[src/rtl/scroll_pkg.sv]
// rtl/scroll_pkg.sv - shared types, constants and rotation helper for word_scroll_ctrl
package scroll_pkg;

  typedef enum logic [1:0] {
    IDLE  = 2'd0,
    RUN   = 2'd1,
    PAUSE = 2'd2
  } state_t;

  localparam int NUM_CHARS = 3;
  localparam int CHAR_W    = 2;

  // Mod-3 rotation step; rev selects 0->2->1->0 instead of 0->1->2->0.
  function automatic logic [1:0] rot_advance(input logic [1:0] rot, input logic rev);
    logic [1:0] nxt;
    case (rot)
      2'd0:    nxt = rev ? 2'd2 : 2'd1;
      2'd1:    nxt = rev ? 2'd0 : 2'd2;
      2'd2:    nxt = rev ? 2'd1 : 2'd0;
      default: nxt = 2'd0;
    endcase
    return nxt;
  endfunction

endpackage

[src/rtl/word_scroll_ctrl_rate_divider.sv]
// rtl/word_scroll_ctrl_rate_divider.sv - prescaler counting 0..TICK_DIV-1 with terminal-count strobe
module rate_divider #(
  parameter int TICK_DIV = 50_000_000,
  parameter int CNT_W    = 26
) (
  input  logic clk,
  input  logic resetn,
  input  logic enable,
  input  logic clear,
  output logic tc
);

  localparam logic [CNT_W-1:0] LAST = CNT_W'(TICK_DIV - 1);

  logic [CNT_W-1:0] cnt;

  // tc is combinational so the owner can act on the same edge that wraps the count.
  assign tc = (cnt == LAST);

  always_ff @(posedge clk) begin
    if (!resetn) begin
      cnt <= '0;
    end else if (clear) begin
      cnt <= '0;
    end else if (enable) begin
      cnt <= tc ? '0 : cnt + 1'b1;
    end
  end

endmodule

[src/rtl/word_scroll_ctrl.sv]
// rtl/word_scroll_ctrl.sv - timed three-character word rotator; `SCROLL_DIR_EN enables the dir input
module word_scroll_ctrl
  import scroll_pkg::*;
#(
  parameter int TICK_DIV = 50_000_000,
  parameter int CNT_W    = 26
) (
  input  logic       CLOCK_50,
  input  logic       resetn,
  input  logic [5:0] word_in,
  input  logic       load,
  input  logic       run,
  input  logic       dir,
  output logic [1:0] char0,
  output logic [1:0] char1,
  output logic [1:0] char2,
  output logic [1:0] rot_sel,
  output logic       tick,
  output logic       load_ack,
  output logic       running
);

  state_t     state_q, state_d;
  logic [5:0] word_q, word_d;
  logic [1:0] rot_d;
  logic       cnt_en, advance, tc, rev;

`ifdef SCROLL_DIR_EN
  assign rev = dir;
`else
  logic unused_dir;
  assign unused_dir = dir;
  assign rev        = 1'b0;
`endif

  rate_divider #(
    .TICK_DIV (TICK_DIV),
    .CNT_W    (CNT_W)
  ) u_div (
    .clk    (CLOCK_50),
    .resetn (resetn),
    .enable (cnt_en),
    .clear  (load),
    .tc     (tc)
  );

  function automatic logic [CHAR_W-1:0] pick(input logic [5:0] w, input logic [1:0] r, input int k);
    int s;
    s = k + int'(r);
    if (s >= NUM_CHARS) s = s - NUM_CHARS;
    return w[CHAR_W*s +: CHAR_W];
  endfunction

  always_ff @(posedge CLOCK_50) begin
    if (!resetn) begin
      state_q <= IDLE;
    end else begin
      state_q <= state_d;
    end
  end

  // Load overrides everything, including a terminal count in the same cycle.
  always_comb begin
    state_d = state_q;
    cnt_en  = 1'b0;
    advance = 1'b0;
    if (load) begin
      state_d = run ? RUN : PAUSE;
    end else begin
      case (state_q)
        IDLE:  state_d = IDLE;
        RUN: begin
          if (!run) begin
            state_d = PAUSE;
          end else begin
            cnt_en  = 1'b1;
            advance = tc;
          end
        end
        PAUSE: if (run) state_d = RUN;
        default: state_d = IDLE;
      endcase
    end
  end

  always_comb begin
    word_d = load ? word_in : word_q;
    rot_d  = rot_sel;
    if (load)         rot_d = 2'd0;
    else if (advance) rot_d = rot_advance(rot_sel, rev);
  end

  // Chars are registered from the next word/rotation so they change with rot_sel.
  always_ff @(posedge CLOCK_50) begin
    if (!resetn) begin
      word_q   <= '0;
      rot_sel  <= 2'd0;
      char0    <= '0;
      char1    <= '0;
      char2    <= '0;
      tick     <= 1'b0;
      load_ack <= 1'b0;
    end else begin
      word_q   <= word_d;
      rot_sel  <= rot_d;
      char0    <= pick(word_d, rot_d, 0);
      char1    <= pick(word_d, rot_d, 1);
      char2    <= pick(word_d, rot_d, 2);
      tick     <= advance;
      load_ack <= load;
    end
  end

  assign running = (state_q == RUN);

endmodule

[config.mk]
export PLATFORM = sky130hd
export DESIGN_NAME = word_scroll_ctrl
export DESIGN_NICKNAME = d
export VERILOG_FILES = /design/src/rtl/scroll_pkg.sv /design/src/rtl/word_scroll_ctrl_rate_divider.sv /design/src/rtl/word_scroll_ctrl.sv
export SDC_FILE = /design/constraint.sdc
export NUM_CORES = 1
export LEC_CHECK = 0
export CORE_MARGIN = 4
export CORE_UTILIZATION = 53
export CTS_BUF_LIST = sky130_fd_sc_hd__clkbuf_4
export DETAILED_ROUTE_END_ITERATION = 16
export PLACE_DENSITY = 0.86
export SLEW_MARGIN = 20
export SYNTH_ARGS = -nofsm -noshare
export SYNTH_HDL_FRONTEND = slang
export SYNTH_SLANG_ARGS = --single-unit
[constraint.sdc]
create_clock -name CLOCK_50 -period 2.5 [get_ports CLOCK_50]
set_clock_uncertainty 0.2 [all_clocks]
set_input_delay 0.375 -clock CLOCK_50 [delete_from_list [all_inputs] [get_ports CLOCK_50]]
set_output_delay 0.375 -clock CLOCK_50 [all_outputs]
set_load 0.03 [all_outputs]
== After elaboration in Yosys (flattened, before gate mapping) ==
Cells that the tools add are included.

* Order comparisons: 3
* Shift operators: 3
* Reduce and logical (&&, ||, !) cells: 3
* Bitwise logic cells: 1
* $add $sub $neg: 6
* Equality and inequality tests: 6
* Muxes and demuxes: 22

{| class="wikitable"
|+ Operators with widths
! cell !! count
|-
| 31-bit two-way mux || 6
|-
| 6-bit by 32-bit indexed part select with 2-bit output || 3
|-
| 26-bit by 1-bit adder with 26-bit output (second input constant) || 1
|-
| 26-bit equality test (second input constant) || 1
|-
| 26-bit two-way mux || 1
|-
| 2-bit two-way mux || 6
|-
| 2-bit one-hot mux with 2 select lines || 2
|-
| 3-bit by 2-bit subtractor with 4-bit output (second input constant) || 2
|-
| 3-bit by 2-bit greater-or-equal comparator with 1-bit output (second input constant) || 2
|-
| 1-bit two-way mux || 6
|-
| 6-bit two-way mux || 1
|-
| 3-bit inequality test (second input constant) || 2
|-
| 2-bit by 1-bit equality test with 1-bit output (second input constant) || 2
|-
| 1-bit by 2-bit adder with 3-bit output (first input constant) || 1
|-
| 2-bit by 2-bit adder with 3-bit output (first input constant) || 1
|-
| 2-bit by 2-bit subtractor with 3-bit output (second input constant) || 1
|-
| 2-bit equality test (second input constant) || 1
|-
| 2-bit greater-or-equal comparator (second input constant) || 1
|-
| 2-bit logical NOT || 1
|-
| 2-bit AND reduction || 1
|-
| 2-bit OR reduction || 1
|-
| 1-bit NOT || 1
|}

* Logic and storage cells: 53
* Output and inout bits: 11
* Register bits after elaboration: 44
* Input bits: 11

== Longest topological paths before layout ==
* Depth in word-level cells: 11
* Mapped depth: 11
* Gate-level depth less buffers: 10

== Cells and area by module ==
A second synthesis with hierarchy kept.

* Cells, all modules: 250
* Area total of the unflattened synthesis: 2238.4 µm²

{| class="wikitable"
|+ Modules (own cells, without submodules)
! module !! times used !! area each (µm²) !! seq. area each (µm²) !! cells each
|-
| rate_divider || 1 || 1340.0 || 520.5 || 159
|-
| word_scroll_ctrl || 1 || 898.4 || 360.3 || 91
|}

== Least setup slack after synthesis ==
No wires, ideal clock.

* Kind: register to register
* Start: reg u_div.cnt[0]
* End: reg char2[1]
* Cell stages (with the launch flop): 10
* Path buffers: 0
* Setup time: 0.078 ns
* Data arrival time: 2.211 ns
* Slack: 0.011 ns
* Path through: dfxtp_1 -> ha_1 -> and3b_1 -> nand3_1 -> o311ai_0 -> and2_1 -> ha_1 -> nand2b_1 -> o22a_1 -> nor3_1

* Longest elaborated chain between the ends: 11

{| class="wikitable"
|+ Ends and longest elaborated chain
! element !! RTL line !! text
|-
| start: declaration || word_scroll_ctrl_rate_divider.sv:15 || <nowiki>logic [CNT_W-1:0] cnt;</nowiki>
|-
| start signal: assignment || word_scroll_ctrl_rate_divider.sv:26 || <nowiki>cnt <= tc ? '0 : cnt + 1'b1;</nowiki>
|-
| 26-bit equality test * || word_scroll_ctrl_rate_divider.sv:18 || <nowiki>assign tc = (cnt == LAST);</nowiki>
|-
| 1-bit two-way mux * || word_scroll_ctrl.sv:73 || <nowiki>if (!run) begin</nowiki>
|-
| 1-bit two-way mux * || word_scroll_ctrl.sv:70 || <nowiki>case (state_q)</nowiki>
|-
| 1-bit two-way mux * || word_scroll_ctrl.sv:67 || <nowiki>if (load) begin</nowiki>
|-
| 2-bit two-way mux * || word_scroll_ctrl.sv:90 || <nowiki>else if (advance) rot_d = rot_advance(rot_sel, rev);</nowiki>
|-
| 2-bit two-way mux * || word_scroll_ctrl.sv:89 || <nowiki>if (load) rot_d = 2'd0;</nowiki>
|-
| 2-bit by 2-bit adder with 3-bit output * || word_scroll_ctrl.sv:49 || <nowiki>s = k + int'(r);</nowiki>
|-
| 3-bit by 2-bit subtractor with 4-bit output or 3-bit by 2-bit greater-or-equal comparator with 1-bit output (tied branches) || word_scroll_ctrl.sv:50 || <nowiki>if (s >= NUM_CHARS) s = s - NUM_CHARS;</nowiki>
|-
| 31-bit two-way mux * || word_scroll_ctrl.sv:50 ||
|-
| 31-bit two-way mux * || word_scroll_ctrl.sv:95 || <nowiki>if (!resetn) begin</nowiki>
|-
| 6-bit by 32-bit indexed part select with 2-bit output * || word_scroll_ctrl.sv:51 || <nowiki>return w[CHAR_W*s +: CHAR_W];</nowiki>
|-
| end signal: assignment || word_scroll_ctrl.sv:108 || <nowiki>char2 <= pick(word_d, rot_d, 2);</nowiki>
|-
| end: declaration || word_scroll_ctrl.sv:16 || <nowiki>output logic [1:0] char2,</nowiki>
|}

Every way passes the cells marked *; elsewhere a longest branch is shown, timed or not. The select of a mux whose other input is x is not followed.
A chain may end at the register's enable or synchronous reset.

== Worst setup path after layout ==
* Start: in run
* End: reg char2[1]

* Longest elaborated chain between the ends: 10

{| class="wikitable"
|+ Ends and longest elaborated chain
! element !! RTL line !! text
|-
| start: declaration || word_scroll_ctrl.sv:12 || <nowiki>input logic run,</nowiki>
|-
| 1-bit two-way mux * || word_scroll_ctrl.sv:73 ||
|-
| 1-bit two-way mux * || word_scroll_ctrl.sv:70 ||
|-
| 1-bit two-way mux * || word_scroll_ctrl.sv:67 ||
|-
| 2-bit two-way mux * || word_scroll_ctrl.sv:90 ||
|-
| 2-bit two-way mux * || word_scroll_ctrl.sv:89 ||
|-
| via rot_d[1] || word_scroll_ctrl.sv:25 || <nowiki>logic [1:0] rot_d;</nowiki>
|-
| 2-bit by 2-bit adder with 3-bit output * || word_scroll_ctrl.sv:49 ||
|-
| 3-bit by 2-bit subtractor with 4-bit output or 3-bit by 2-bit greater-or-equal comparator with 1-bit output (tied branches) || word_scroll_ctrl.sv:50 ||
|-
| 31-bit two-way mux * || word_scroll_ctrl.sv:50 ||
|-
| 31-bit two-way mux * || word_scroll_ctrl.sv:95 ||
|-
| 6-bit by 32-bit indexed part select with 2-bit output * || word_scroll_ctrl.sv:51 ||
|}

Mark *: on every way through the listed nets, which the timed path passes. The rest lies on a longest branch. The select of a mux whose other input is x is not followed.

==> results.yml <==
timing:
  hold_violations: 0
  worst_pin_slew_ns: 0.460
  timing.fmax_ghz: 0.395
  fin_setup_tns_ns: -0.0523
  worst_slack_ns: -0.0317
  rsz0062_at_grt: "yes"
  final-setup-viol-count: 2
  max-slew-margin-rel: 0.693
  finalCritPeriodShare: 1.01
  finalMaxSlewViolations: 0
  fin_crit_ns: 2.53
global_route:
  grt_max_degree: 26
  grt_pass1_vias: 2065
  grtUsageTotal: 0.217
  antenna_found_initial: 0
  grt_pass1_wl_um: 9250
  grt_remaining_overflow: 0
clock_network:
  clockRootBuffer: "clkbuf_4"
  cts_buffer_depth: 2
  cts_sinks: 44
  clk_latency_ns: 0.37
  path_clk_slew_ns: 0.14
  cts.hold.buffers_added: 0
  cts_inserted_buffers: 5
  postCtsSetupBuffers: 0
  cts_tree: "done"
  htree_levels: 2
finish:
  layout_common_cells: "buf_4, dfxtp_1, nor2_1, clkdlybuf4s50_1, a21oi_1"
  diodes: 0
  n_fill_cell: 280
  finish.net_count: 320
  drive_gt1_frac: 0.249
  fin_area_sq_um: 2880
  final_cells: 355
  layout_commonest_cell: "buf_4"
  areaGrowthSynthToFinish_pct: 28.8
  multi_input_area_sq_um: 1330
  seq_area_sq_um: 886
yosys:
  netlist_area_sq_um: 2230
  syn_inst: 248
  ys_ff_latch: 44
  ys_seq_area_frac: 0.394
  yosysUniqueCellTypes: 45
  syn_area_per_cell_sq_um: 9.01
  synthesis.nets: 264
  synth_warnings: 0
die:
  ios: 22
  core_area_sq_um: 4030
  row_count: 23
  start_util: 0.555
  dieArea_sq_um: 5320
  die_w_um: 72.9
  die_y_um: 72.9
pwr:
  irDropWorstVdd_mv: 0.329
  finalPower_mw: 1.27
  power.density_nw_per_um2: 441
  p_leak_nw: 1.11
drt:
  drtPass1Iterations: 4
  ant_nets: 0
  drtIter0Drc: 117
  wl_per_cell_um: 15.0
  via_per_inst: 5.77
  num_vias: 2049
  wl_um: 5330
  remaining_drc_errors: 0
placement:
  hpwl_um: 3800
  place_area_sq_um: 2730
  place_congestion: 0.878
  place_ws_ns: -0.382
  port_buffers: 20
  place_inst: 347
worst_setup_path:
  worstPathMaxFanout: 4
  worstPathArrival_ns: 2.64
  required_ns: 2.60
  endpoint: "char2[1]"
  end_kind: "flip-flop"
  r2r_cells: 9
  worstSetupStartpointType: "input port"
  critical_path_class: "input port to flip-flop"
  rrSetupSlack_ns: 0
  worstReg2RegEnd: "char2[1]"
  r2r-start: "u_div.cnt[17]"
  cp-startpoint: "run"
run_status:
  status: "finished, violations left"
  violations: "negative setup slack"
flow_run:
  maxCapViolCount: 0
worst_hold_path:
  holdCritPathClass: "flip-flop to flip-flop"
  min_from: "u_div.cnt[17]"
[critical path: stages]
cell	delay (ns)
clkdlybuf4s50_1	0.48
and3b_1	0.24
and4_1	0.30
nand3_1	0.20
a21oi_2	0.26
ha_4	0.25
mux2i_1	0.14
o22a_1	0.22
nor3_1	0.17
[power breakdown]
group / total (mW) / switching, mW / internal [mW]
Sequential: 0.721 / 0.00545 / 0.715
Clock: 0.434 / 0.230 / 0.204
Combinational: 0.115 / 0.0617 / 0.0535
[metal layers]
layer	routed length [um]	global-route usage	vias to the layer above
met4	80	0.0738	0
met5	0	0	-
met2	2740	0.376	35
li1	-	-	1030
met1	2360	0.265	976
met3	151	0.0482	8
[timing repair]
action / in CTS / in global routing
pin swaps: 2 / 4
gates resized for setup: 10 / 8
endpoints found under the setup margin: 4 / 6
[synthesized netlist by cell type, drive strengths merged]
library cell	instances	area (sq um)
a211oi	2	15.0
a21o	2	16.3
a21oi	20	100
a41o	1	10.0
and2	3	18.8
and3	3	20.0
and3b	2	17.5
and4	6	56.3
and4b	3	30.0
buf	9	65.1
clkbuf	3	11.3
dfxtp	44	881
ha	5	62.6
inv	5	18.8
mux2	4	45.0
mux2i	8	80.1
nand2	17	63.8
nand2b	3	18.8
nand3	11	55.1
nand3b	1	7.51
nand4	8	80.1
nand4b	1	8.76
nor2	25	93.8
nor2b	4	25.0
nor3	3	15.0
nor4	2	12.5
nor4b	1	15.0
o21a	2	15.0
o21ai	6	30.0
o22a	4	35.0
o311ai	1	8.76
o31ai	11	82.6
or2	1	6.26
or3	4	25.0
or4	11	82.6
or4b	1	10.0
xnor2	3	26.3
xor2	8	70.1
[through the flow]
stage / utilization / hold WS [ns]
final: 0.714 / 0.291
after global routing: 0.714 / 0.321
after CTS: 0.705 / 0.297
after detailed placement: 0.677 / 0.278
after global placement: 0.677 / 0.266
after floorplan: - / 0.247
[sequential cells by signal, indices dropped and copies added, names as in the netlist]
register,count
u_div.cnt,26
word_q,6
char0,2
char1,2
char2,2
rot_sel,2
state_q,2
load_ack,1
tick,1
[how the worst min path moves through the flow]
| stage | to | cells after the start |
|---|---|---|
| global route | u_div.cnt[25] | 2 |
| floorplan | u_div.cnt[25] | 2 |
| CTS | u_div.cnt[17] | 2 |
| finish | u_div.cnt[17] | 2 |
| detailed placement | u_div.cnt[17] | 2 |
| global placement | u_div.cnt[22] | 2 |
[layout make-up]
cell class | instances | share of cell area
clock buffers | 5 | 0.0130
inverters | 5 | 0.00652
multi-input cells | 187 | 0.461
flip-flops and latches | 44 | 0.308
clock inverters | 3 | 0.0130
well taps | 50 | 0.0217
repair buffers | 61 | 0.177
[kinds of logic (layout without fill, tap and decap cells)]
logic type               after synthesis  after routing  synth area share
AND/OR/NAND/NOR                      110            110             0.296
AO/OA/AOI/OAI                         49             49             0.140
flip-flops                            44             44             0.394
buffers and inverters                 17             74            0.0426
multiplexers                          12             12            0.0560
XOR/XNOR                              11             11            0.0431
adder cells (fa/ha/maj)                5              5            0.0280
No activity file was read; power rests on OpenSTA's default activity.
==> RTL change, RTL diff (config.mk and constraints unchanged) <==
One comparison of `cnt` changes from == to >=.
--- a/src/rtl/word_scroll_ctrl_rate_divider.sv
+++ b/src/rtl/word_scroll_ctrl_rate_divider.sv
@@ -15,7 +15,7 @@
   logic [CNT_W-1:0] cnt;
 
   // tc is combinational so the owner can act on the same edge that wraps the count.
-  assign tc = (cnt == LAST);
+  assign tc = (cnt >= LAST);
 
   always_ff @(posedge clk) begin
     if (!resetn) begin
Formal check against the unedited RTL: same outputs for any inputs over 10 cycles, from zero or initial values and one cycle with resetn low; that may be too few to reach the edited logic, so the function may still have changed.
==> RTL change against the original RTL <==
The flow still finishes with violations (negative setup slack); area after synthesis decreased by 1.3%; global-route usage decreased by 1.3 points; sequential cell count stayed put; final area grew 2.4%; wire length fell by 2.5%; setup slack got worse by 0.18 ns; total power grew 1.5%; clock power up 3%.
==> RTL change: results (changes against the original RTL) <==
[timing]
post-route-worst-setup-slack_ns=-0.2149  ; -0.1833 ns
hold_ws_ns=0.2327  ; -0.05844 ns
actual_slew_at_the_worst_max_slew_pin_ns=0.6211  ; +0.1613 ns
setup_viol_count_final=6  ; +4
totalNegativeSetupSlack_ns=-0.9245  ; -0.8723 ns

[logic_synthesis]
synth_area_per_cell_um2=8.823  ; -2.1%
yosys-mux-area-fraction=0.02836  ; -0.02763
synth.yosys.seq_area_share=0.3993  ; +0.005142
synth.cells.most_frequent=46 x sky130_fd_sc_hd__nor2_1, 44 x sky130_fd_sc_hd__dfxtp_1, 21 x sky130_fd_sc_hd__xnor2_1
netlist_top_cells_area=sky130_fd_sc_hd__dfxtp_1 40%, sky130_fd_sc_hd__xnor2_1 8.3%, sky130_fd_sc_hd__nor2_1 7.8%, sky130_fd_sc_hd__nand2_1 3.1%, sky130_fd_sc_hd__ha_1 2.8%
synth-xor-area-share=0.09926  ; +0.05615
post_synth_num_cell_types=40  ; -11%
compound_gate_portion_of_the_synthesized_area=0.09132  ; -0.04866
synth.net_count=266  ; +0.76%
synth_adder_area_share=0.02836  ; +0.0003652

[global_route]
grt_start_max_net_pins=27  ; +3.8%
grt_util_met2=0.3711  ; -0.004670
grt.met1_usage=0.2208  ; -0.04371
grt_first_pass_wirelength_um=8438  ; -8.8%
globalRouteTotalUtil=0.2042  ; -0.01284
use_met3=0.06648  ; +0.01827
first_global_vias=1917  ; -7.2%

[placement]
placedInstanceArea_mm2=0.002724  ; -0.18%
pre_cts_slack_ns=-0.6942  ; -0.3124 ns
hpwlAfterDp_um=3524  ; -7.4%
place_congestion=0.8624  ; -1.8%

[drt]
drt_iter0_markers=100  ; -15%
met1_routed_length_um=2128  ; -9.7%
detailroute.via_count=1970  ; -3.9%
met3_wirelength_um=283  ; +87%
route.final.wire_length_um=5198  ; -2.5%
vias_per_cell=5.442  ; -5.7%
dr.pass1.iters=7  ; +3
wl_met2_um=2651  ; -3.4%

[critical_path]
critical_path.endpoint=char2[0]
path_class=flop to flop
r2r-start=u_div.cnt[24]
timing.critical_path.fanout_max=3  ; -1
data_arrival_time_at_the_worst_slack_endpoint_ns=2.75  ; +0.11 ns

[outcome]
outcome=complete, but fails checks
violations=negative setup slack

[final_layout]
layout-drive-gt1-share=0.2917  ; +0.04249
fin_nets=327  ; +2.2%

[power]
peakVddDrop_v=0.0002950  ; -10%
power_leakage_nw=1.063  ; -4.5%

[hold_path]
kind_of_path_behind_the_tightest_hold_check=input pin to flop
hold_path_startpoint=run
timing.hold.worst_path_depth=3  ; +1
hold_end=state_q[1]

[clock_tree]
insertion_delay_ns=0.35  ; -0.02 ns

RTL change: changes by cell type after synthesis, moves of 4 or more:
cell,change
sky130_fd_sc_hd__mux2i_1,-4
sky130_fd_sc_hd__xnor2_1,+18
sky130_fd_sc_hd__a21oi_1,-11
sky130_fd_sc_hd__nor2b_1,+5
sky130_fd_sc_hd__o31ai_1,-11
sky130_fd_sc_hd__o22a_1,-4
sky130_fd_sc_hd__nor2_1,+21
sky130_fd_sc_hd__nor3_1,+5
sky130_fd_sc_hd__or4_1,-11
sky130_fd_sc_hd__xor2_1,-4
RTL change: final cells by class:
class                      instances  area [µm²]
clock buffer                       6       45.04
clock inverter                     2       35.03
fill                             254        1052
inverter                           7       26.28
multi-input combinational        186        1324
sequential                        44       884.6
tap                               50       62.56
timing repair buffer              67       570.5
RTL change: critical path: stages, from the launching register on:
cell,delay [ns]
sky130_fd_sc_hd__dfxtp_2,0.36
sky130_fd_sc_hd__nor4bb_4,0.29
sky130_fd_sc_hd__nand4_1,0.19
sky130_fd_sc_hd__a311oi_2,0.35
sky130_fd_sc_hd__o21ai_2,0.14
sky130_fd_sc_hd__a21oi_1,0.31
sky130_fd_sc_hd__ha_4,0.21
sky130_fd_sc_hd__nand2_1,0.08
sky130_fd_sc_hd__a2111oi_4,0.37
sky130_fd_sc_hd__a311oi_1,0.10
RTL change: repair_timing:
action	4_1_cts	5_1_grt
resized for setup	17	9
endpoints found under the hold margin	0	0
pin swaps	12	5
buffers inserted	5	1
endpoints found under the setup margin	6	6
gates cloned	0	1
RTL change: power breakdown:
group	total [W]	switching (W)	internal, W
clock	0.000447	0.000227	0.000221
sequential	0.000719	0.00000415	0.000715
combinational	0.000123	0.0000659	0.0000567
total	0.00129	0.000297	0.000993
